**src/rtl/seq_calc_core.sv**
```systemverilog
// Sequential four-function arithmetic core: single-cycle add/subtract and
// iterative (one bit per clock) shift-add multiply and restoring divide.
module seq_calc_core #(
    parameter int unsigned WIDTH = 8
) (
    input  logic                 clk,
    input  logic                 reset,
    input  logic                 start,
    input  logic [1:0]           op,
    input  logic [WIDTH-1:0]     a,
    input  logic [WIDTH-1:0]     b,
    output logic                 busy,
    output logic                 done,
    output logic [2*WIDTH-1:0]   result,
    output logic [WIDTH-1:0]     remainder,
    output logic                 neg,
    output logic                 div_by_zero
);

    localparam int unsigned CW = $clog2(WIDTH);

    localparam logic [1:0] OpMul = 2'd0;
    localparam logic [1:0] OpDiv = 2'd1;
    localparam logic [1:0] OpSub = 2'd2;
    localparam logic [1:0] OpAdd = 2'd3;

    typedef enum logic [1:0] {StIdle, StCalc, StFin} state_e;

    state_e               state_q;
    logic [1:0]           op_q;
    // Multiplicand (shifts left) or dividend/quotient (shifts left, quotient enters at LSB).
    logic [2*WIDTH-1:0]   opa_q;
    // Multiplier (shifts right) or constant divisor.
    logic [WIDTH-1:0]     opb_q;
    // Product accumulator, or partial remainder in the low WIDTH bits.
    logic [2*WIDTH-1:0]   acc_q;
    logic [CW-1:0]        count_q;

    logic [2*WIDTH-1:0]   mul_acc;
    logic [WIDTH:0]       div_shift;
    logic                 div_ge;
    logic [WIDTH-1:0]     div_sub;
    logic [WIDTH-1:0]     div_rem;
    logic [WIDTH-1:0]     div_quo;
    logic [WIDTH:0]       sum;
    logic [WIDTH:0]       diff;

    always_comb begin
        mul_acc   = opb_q[0] ? (acc_q + opa_q) : acc_q;
        div_shift = {acc_q[WIDTH-1:0], opa_q[WIDTH-1]};
        div_ge    = (div_shift >= {1'b0, opb_q});
        // Only taken when div_shift >= divisor, so the difference fits in WIDTH bits.
        div_sub   = div_shift[WIDTH-1:0] - opb_q;
        div_rem   = div_ge ? div_sub : div_shift[WIDTH-1:0];
        div_quo   = {opa_q[WIDTH-2:0], div_ge};
        sum       = {1'b0, opa_q[WIDTH-1:0]} + {1'b0, opb_q};
        diff      = {1'b0, opa_q[WIDTH-1:0]} - {1'b0, opb_q};
    end

    always_ff @(posedge clk) begin
        if (reset) begin
            state_q     <= StIdle;
            op_q        <= 2'd0;
            opa_q       <= '0;
            opb_q       <= '0;
            acc_q       <= '0;
            count_q     <= '0;
            busy        <= 1'b0;
            done        <= 1'b0;
            result      <= '0;
            remainder   <= '0;
            neg         <= 1'b0;
            div_by_zero <= 1'b0;
        end else begin
            done <= 1'b0;
            case (state_q)
                StIdle: begin
                    if (start) begin
                        op_q        <= op;
                        opa_q       <= {{WIDTH{1'b0}}, a};
                        opb_q       <= b;
                        acc_q       <= '0;
                        count_q     <= CW'(WIDTH - 1);
                        remainder   <= '0;
                        neg         <= 1'b0;
                        div_by_zero <= 1'b0;
                        busy        <= 1'b1;
                        state_q     <= StCalc;
                    end
                end

                StCalc: begin
                    unique case (op_q)
                        OpAdd: begin
                            result  <= {{(WIDTH-1){1'b0}}, sum};
                            busy    <= 1'b0;
                            done    <= 1'b1;
                            state_q <= StFin;
                        end
                        OpSub: begin
                            result  <= {{(WIDTH-1){diff[WIDTH]}}, diff};
                            neg     <= diff[WIDTH];
                            busy    <= 1'b0;
                            done    <= 1'b1;
                            state_q <= StFin;
                        end
                        OpMul: begin
                            acc_q   <= mul_acc;
                            opa_q   <= opa_q << 1;
                            opb_q   <= opb_q >> 1;
                            count_q <= count_q - 1'b1;
                            if (count_q == '0) begin
                                result  <= mul_acc;
                                busy    <= 1'b0;
                                done    <= 1'b1;
                                state_q <= StFin;
                            end
                        end
                        OpDiv: begin
                            if (opb_q == '0) begin
                                result      <= '1;
                                remainder   <= opa_q[WIDTH-1:0];
                                div_by_zero <= 1'b1;
                                busy        <= 1'b0;
                                done        <= 1'b1;
                                state_q     <= StFin;
                            end else begin
                                acc_q   <= {{WIDTH{1'b0}}, div_rem};
                                opa_q   <= {{WIDTH{1'b0}}, div_quo};
                                count_q <= count_q - 1'b1;
                                if (count_q == '0) begin
                                    result    <= {{WIDTH{1'b0}}, div_quo};
                                    remainder <= div_rem;
                                    busy      <= 1'b0;
                                    done      <= 1'b1;
                                    state_q   <= StFin;
                                end
                            end
                        end
                        default: state_q <= StIdle;
                    endcase
                end

                StFin: state_q <= StIdle;

                default: state_q <= StIdle;
            endcase
        end
    end

endmodule

```
**config.mk**
```make
export PLATFORM = sky130hd
export DESIGN_NAME = seq_calc_core
export DESIGN_NICKNAME = d
export VERILOG_FILES = /design/src/rtl/seq_calc_core.sv
export SDC_FILE = /design/constraint.sdc
export NUM_CORES = 1
export LEC_CHECK = 0
export CAP_MARGIN = 20
export CORE_AREA = 2 2 101 103
export CTS_CLUSTER_SIZE = 8
export DETAILED_ROUTE_END_ITERATION = 16
export DIE_AREA = 0 0 103 105
export HOLD_SLACK_MARGIN = 0.15
export PLACE_DENSITY = 0.8
export SETUP_SLACK_MARGIN = 0.4
export SLEW_MARGIN = 20
export SYNTH_ARGS = -nofsm -noshare
export SYNTH_HDL_FRONTEND = slang
export SYNTH_SLANG_ARGS = --single-unit
export TNS_END_PERCENT = 50
```
**constraint.sdc**
```tcl
create_clock -name clk -period 2.75 [get_ports clk]
set_input_delay 0.825 -clock clk [delete_from_list [all_inputs] [get_ports clk]]
set_output_delay 0.825 -clock clk [all_outputs]
set_load 0.05 [all_outputs]
```
==> results.rst <==
.. list-table::
   :header-rows: 1

   * - Metric
     - Value
   * - Outcome
     - complete, no violations
   * - Remaining max-slew budget at the tightest pin
     - 0.5655
   * - RSZ-0062 raised after global routing
     - yes
   * - Clock transition at path regs
     - 0.08 ns
   * - I/O pin count
     - 49
   * - Antenna cell count
     - 0
   * - Slew Limit Fails
     - 0
   * - Data required time at the worst endpoint
     - 3.05 ns
   * - Area of the core
     - 0.009639 mm2
   * - Worst-path maximum fanout
     - 5
   * - Final sum of negative setup slack
     - 0 ns
   * - Total via count in the routed design
     - 6215
   * - Critical path start-end classification
     - flop to flop
   * - Finish-stage setup viols
     - 0
   * - Peak supply drop
     - 0.3413 mV
   * - Starting Density
     - 0.5875
   * - Worst Tran Pin Value
     - 0.6518 ns
   * - Root cell of the clock tree
     - clkbuf_8
   * - Syn avg cell area
     - 7.931 um2
   * - Final hold violation count
     - 0
   * - Cell Area, Synth
     - 0.005663 mm2
   * - Proportion of layout cells with a drive suffix above 1
     - 0.2457
   * - Cell count after synthesis
     - 714
   * - H-tree lvl count
     - 3
   * - Port Buffer Count
     - 48
   * - Vias per inst
     - 6.563
   * - Type of the tightest min-delay check
     - flop to flop
   * - Minimum period implied by the final worst setup slack
     - 2.471 ns
   * - First-pass DRT Iterations
     - 5
   * - Total global routing overflow
     - 0
   * - GRT Resource Usage Total
     - 0.3373
   * - Cell leakage power
     - 2.887 nW
   * - WL final
     - 19.66 mm
   * - EDFF count, synth
     - 0
   * - Async set-or-reset flop fraction in the synthesized netlist
     - 0
   * - Cell types with the highest counts after synthesis
     - 77 x nand2_1, 75 x dfxtp_1, 60 x nor2_1
   * - Wire length of the first global-routing pass
     - 28.48 mm
   * - CP startpoint kind
     - flop
   * - Vias in the first global route
     - 5579
   * - Sinks on the clock net
     - 75
   * - Ratio of total power to cell area
     - 534.0 mW/mm2
   * - Post-detailed-route count of antenna-violating nets
     - 0
   * - Core Rows
     - 36
   * - Number of design rule violations left after detail routing
     - 0
   * - Number of distinct library cells after synthesis
     - 82
   * - Clock tree from TritonCTS
     - done
   * - RD Place Congestion
     - 0.9827
   * - Antenna violations before repair
     - 0
   * - Routed met1 length
     - 7.680 mm
   * - Top achievable clock speed
     - 0.4047 GHz
   * - Detail Placement HPWL
     - 13.23 mm
   * - Clock insertion delay at the later pin of the skew report
     - 0.39 ns
   * - Top cell type by total area after synthesis
     - dfxtp_1
   * - Dominant register cell in the synthesized netlist
     - dfxtp_1
   * - Highest layer used for signal routing
     - met4
   * - Synthesis-to-layout area growth
     - 31.31%
   * - Largest net degree at the start of global routing
     - 31
   * - Die Area
     - 0.01082 mm2
   * - Skew final
     - 0.01348 ns
   * - Final WS setup
     - 0.2791 ns
   * - Max Cap Viol
     - 0
   * - Die Wd
     - 103 um
   * - Routed length on met3
     - 1.817 mm
   * - Cell types occupying the most area after synthesis
     - dfxtp_1 27%, ha_1 9.1%, nand2_1 5.1%
   * - Sort of element at the end of the critical path
     - flop
   * - Number of CTS-inserted buffers
     - 9
   * - Routed wl met2
     - 9.040 mm
   * - Number of DRC markers after the initial detailed-route iteration
     - 645
   * - Post-Synthesis Net Count
     - 780
   * - Die height
     - 105 um
   * - Most frequent cell after synthesis
     - nand2_1
   * - FF+latch count, synth
     - 75
   * - Number of warnings reported in the yosys synthesis log
     - 0
   * - Routed len/inst
     - 20.76 um
   * - Buffers from clock root to sink, at most
     - 2
   * - Area share of the largest cell type after synthesis
     - 0.2651
   * - Signal arrival time at the worst endpoint
     - 2.77 ns
   * - Final Net Count
     - 875
   * - Share of the cycle needed by the critical path after routing
     - 0.8985
   * - Layout filler cell count
     - 691
   * - Worst setup timing slack at the placement stage
     - 0.04975 ns
   * - Part of the Yosys area used for sequential elements
     - 0.2651
-- state kept, by name (all words and copies together) (netlist names), 2 cells and up --
signal and cells:
opa_q 16, acc_q 16, op_q 2, result 16
state_q 2, remainder 8, count_q 3, opb_q 8
-- layer usage --
metal / vias to the layer above / GRT usage
li1: 2832 / -
met1: 2900 / 0.4421
met2: 405 / 0.5093
met3: 78 / 0.06020
met4: 0 / 0.2021
met5: - / 0
-- metrics by stage --
stage,cells,area [um2],power [mW],util,hold slack (ns)
after detailed placement,904,6456,2.606,0.6698,0.4486
after floorplan,714,5663,2.185,-,0.4391
final,947,7436,3.971,0.7714,0.4533
after global routing,947,7436,4.102,0.7714,0.4807
after global placement,904,6456,2.577,0.6698,0.4418
after CTS,932,6967,3.712,0.7227,0.4620
-- power breakdown --
group | internal [mW] | total [mW] | leakage (nW) | switching, mW
sequential | 1.15 | 1.23 | 0.615 | 0.0742
combinational | 0.698 | 1.71 | 2.16 | 1.02
clock | 0.560 | 1.03 | 0.113 | 0.469
total | 2.41 | 3.97 | 2.89 | 1.56
-- critical path, stage by stage, from the launching register on --
cell and delay, ns:
dfxtp_2 0.35, buf_6 0.13, ha_4 0.15, buf_4 0.14
a211oi_4 0.35, o211ai_1 0.18, a41oi_1 0.42, and4_1 0.30
o31ai_2 0.11, a211oi_1 0.25
-- worst paths after layout --
check	to	cells after the start	slack, ns	startpoint
max	result[13]$_SDFFE_PP0P_	9	0.28	opa_q[0]$_SDFFE_PP0P_
min	result[11]$_SDFFE_PP0P_	2	0.45	result[11]$_SDFFE_PP0P_
max reg2reg	result[13]$_SDFFE_PP0P_	9	0.28	opa_q[0]$_SDFFE_PP0P_
min reg2reg	result[11]$_SDFFE_PP0P_	2	0.45	result[11]$_SDFFE_PP0P_
-- final cells by class --
type                       count  area, um2  share of cell area
timing repair buffer         122       1090              0.1466
sequential                    75       1520              0.2044
inverter                      36      142.6             0.01918
clock inverter                 4      72.57            0.009759
clock buffer                  12      155.1             0.02086
multi-input combinational    565       4289              0.5768
tap                          133      166.4             0.02238
-- kinds of logic (layout without fill, tap and decap cells) --
kind of cell | Yosys count | after routing | synth area share
simple gates | 253 | 253 | 0.2240
compound gates | 246 | 246 | 0.3115
flops | 75 | 75 | 0.2651
buf+inv | 74 | 174 | 0.05944
fa+ha+maj | 45 | 45 | 0.1047
xor+xnor | 11 | 11 | 0.01701
mux | 10 | 10 | 0.01812
-- placed cells by master (no fill, tap or decap), types with 6 or more instances in the layout --
| master | n |
|---|---|
| nor2b_1 | 12 |
| dfxtp_2 | 9 |
| a21oi_1 | 49 |
| ha_1 | 24 |
| xnor2_1 | 7 |
| nand3_1 | 10 |
| a211oi_2 | 6 |
| a22oi_1 | 6 |
| inv_1 | 28 |
| nand4_1 | 7 |
| a21o_1 | 6 |
| a211oi_1 | 11 |
| clkbuf_8 | 11 |
| o21ai_0 | 31 |
| buf_4 | 64 |
| dfxtp_1 | 64 |
| a21oi_2 | 6 |
| nand2b_1 | 14 |
| nor2_1 | 59 |
| o21a_1 | 9 |
| a311oi_1 | 8 |
| nor3_1 | 23 |
| o21ai_1 | 9 |
| ha_4 | 12 |
| o211ai_1 | 10 |
| nor2_2 | 6 |
| nand2_1 | 77 |
| a22o_1 | 10 |
| clkdlybuf4s50_1 | 43 |
| buf_6 | 7 |
-- what timing repair did --
item / in CTS / in global routing
hold buffers: 0 / 0
setup endpoints to repair: 42 / 64
pin swaps: 17 / 34
resized for setup: 51 / 78
buffers inserted: 12 / 14
gates cloned: 0 / 1
Power figures use the tool's default switching activity.
==> patch (same settings) <==
The 3 states of `state_e` get a one-hot encoding in 3 bits.
--- a/src/rtl/seq_calc_core.sv
+++ b/src/rtl/seq_calc_core.sv
@@ -24,7 +24,7 @@
     localparam logic [1:0] OpSub = 2'd2;
     localparam logic [1:0] OpAdd = 2'd3;
 
-    typedef enum logic [1:0] {StIdle, StCalc, StFin} state_e;
+    typedef enum logic [2:0] {StIdle = 3'b001, StCalc = 3'b010, StFin = 3'b100} state_e;
 
     state_e               state_q;
     logic [1:0]           op_q;
Function: no difference found for any inputs over 4 cycles, from zero or initial values and one cycle with reset high; so few cycles prove little.
==> patch against the original RTL <==
  * Count of clock-buffer cells in the layout fell by 3
  * Cell area fell by 12%
  * Synthesized area fell by 8.9%
  * Sequential cell count rose by 1
  * Clock skew fell by 0.0060 ns
  * Total power fell by 21%
  * Critical path depth fell by 8
  * Routed wire length fell by 17%
  * Setup slack improved by 0.080 ns
  * Maximum frequency rose by 3.4%
  * Critical path type is now flop to primary output
  * Largest power group is now sequential cells
==> patch: results (changes against the original RTL) <==
{| class="wikitable"
! Metric !! Value
|-
| Metal1 wirelength || 6.775 mm (-12%)
|-
| Proportion of power drawn by the clock network || 0.257 (-0.002)
|-
| Met2 Routed Length || 7.660 mm (-15%)
|-
| Drt pass-1 iters || 8 (+3)
|-
| GPL Wtd Cong || 0.9658 (-1.7%)
|-
| H-tree levels || 3 (unchanged)
|-
| Most common cell in the synthesized netlist || dfxtp_1
|-
| # nets final || 763 (-13%)
|-
| Initial antenna violation count || 0 (unchanged)
|-
| Maximum number of pins on one net before global-route repair || 35 (+13%)
|-
| HPWL reported at the end of detailed placement || 11.90 mm (-10%)
|-
| DRC marker count from the first detailed-route iteration || 421 (-35%)
|-
| Static leakage || 2.532 nW (-12%)
|-
| Slowest stage cell on the critical path || clkdlybuf4s50_1
|-
| Most frequent cells after synthesis || dfxtp_1, nand2_1, nor2_1
|-
| Share of cells above drive strength 1 || 0.2208 (-0.02490)
|-
| Proportion of synthesized chip area in sequential cells || 0.2949 (+0.02980)
|-
| Number of different library cells in the post-synthesis netlist || 74 (-9.8%)
|-
| Number of warnings reported in the yosys synthesis log || 0 (unchanged)
|-
| Dominant delay contributor by cell family on the critical path || buffers and inverters
|-
| Power drawn by the combinational cells || 1.11 mW (-35%)
|-
| Number of global-route vias before repair || 4,796 (-14%)
|-
| Setup slack of the worst register-to-register path || 0.36 ns (+0.08 ns)
|-
| Switch Pwr || 1.168 mW (-25%)
|-
| Fillcell total || 805 (+16%)
|-
| Buffers from clock root to sink, at most || 2 (unchanged)
|-
| Power in the clock group || 805 uW (-22%)
|-
| Number of instances in the synthesized netlist || 625 (-12%)
|-
| Clock slew seen by the registers of the worst setup and hold paths || 0.08 ns (about the same)
|-
| Status || completed
|-
| Peak per-stage delay on the critical path || 0.82 ns (+0.40 ns)
|-
| Clock latency on the worst-skew pair || 0.37 ns (-0.02 ns)
|-
| Slew of the pin with the lowest slew margin || 0.6523 ns (+0.0005491 ns)
|-
| Setup skew after layout || 0.007463 ns (-0.006022 ns)
|-
| Quantity of I/O buffers inserted on ports || 48 (unchanged)
|-
| Via-to-Cell Ratio || 6.293 (-4.1%)
|-
| Overall via count from detail_route || 5,255 (-15%)
|-
| Met1 track demand over resource in global routing || 0.3940 (-0.04810)
|-
| Antenna Diode Count || 0 (unchanged)
|-
| Worst min path class || flop to flop
|-
| Main area contributors after synthesis || dfxtp_1, ha_1, nand2_1
|-
| Post-synthesis net count || 691 (-11%)
|-
| Placed Cells incl. Taps || 804 (-11%)
|-
| Wire length reported by the detailed router || 16.26 mm (-17%)
|-
| Number of buffers created by CTS || 9 (unchanged)
|-
| Async set-or-reset flop fraction in the synthesized netlist || 0 (unchanged)
|-
| Maximum vdd ir drop || 0.2696 mV (-21%)
|-
| Met3 usage || 0.05819 (-0.002007)
|-
| Overall routing resource usage || 0.2926 (-0.04469)
|-
| Met2 track utilization from global routing || 0.4634 (-0.04592)
|-
| Arrival time worst endpoint || 1.57 ns (-1.20 ns)
|-
| Maximum fanout count along the critical path || 2 (-3)
|-
| Met3 wire length || 1.194 mm (-34%)
|-
| First-pass GRT wire length || 24.59 mm (-14%)
|}
==> patch: worst reg2reg max path: cells and delay by family (launching register included) <==
kind                     cells  cell delay, ns
AO/OA/AOI/OAI                6            1.42
flip-flops                   1            0.38
buffers and inverters        1            0.05
adder cells (fa/ha/maj)      2            0.38
AND/OR/NAND/NOR              1            0.05
==> patch: kinds of logic (layout without fill, tap and decap cells) <==
logic type,count (synthesis),after routing,share of synthesized area
buffers and inverters,58,135,0.04875
DFF,76,76,0.2949
AOI/OAI and AO/OA,216,216,0.2964
muxes,11,11,0.02134
xor gates and xnor gates,24,24,0.04075
adders and majority gates,45,45,0.1150
and+or+nand+nor,195,195,0.1829
==> patch: path summary, 6_finish.rpt <==
path	from	depth (start not counted)	to
min	count_q[0]	1	count_q[0]
max reg2reg	opa_q[0]	10	result[14]
min reg2reg	count_q[0]	1	count_q[0]
max	remainder[1]	1	remainder[1]
==> patch: layout make-up <==
class                           count  share of cell area
Timing Repair Buffer               89              0.1212
Sequential cell                    76              0.2396
Multi-Input combinational cell    491              0.5680
Clock inverter                      7            0.008797
Tap cell                          133             0.02544
Inverter                           30             0.01798
Clock buffer                        9             0.01893
==> patch: per-stage QoR <==
stage / setup slack, ns / cell area [um2] / hold slack [ns] / util
CTS: 0.3709 / 6155 / 0.4726 / 0.6385
detailed placement: 0.08027 / 5857 / 0.4560 / 0.6076
global route: 0.2715 / 6543 / 0.4951 / 0.6787
global placement: 0.07816 / 5857 / 0.4480 / 0.6076
finish: 0.3592 / 6543 / 0.4695 / 0.6787
floorplan: 0.4070 / 5159 / 0.4367 / -
==> patch: timing repair <==
item	in CTS	in global routing
hold buffers	0	0
setup endpoints to repair	45	59
setup buffers	3	12
hold endpoints to repair	0	0
gates resized for setup	34	77
pin swaps	6	25
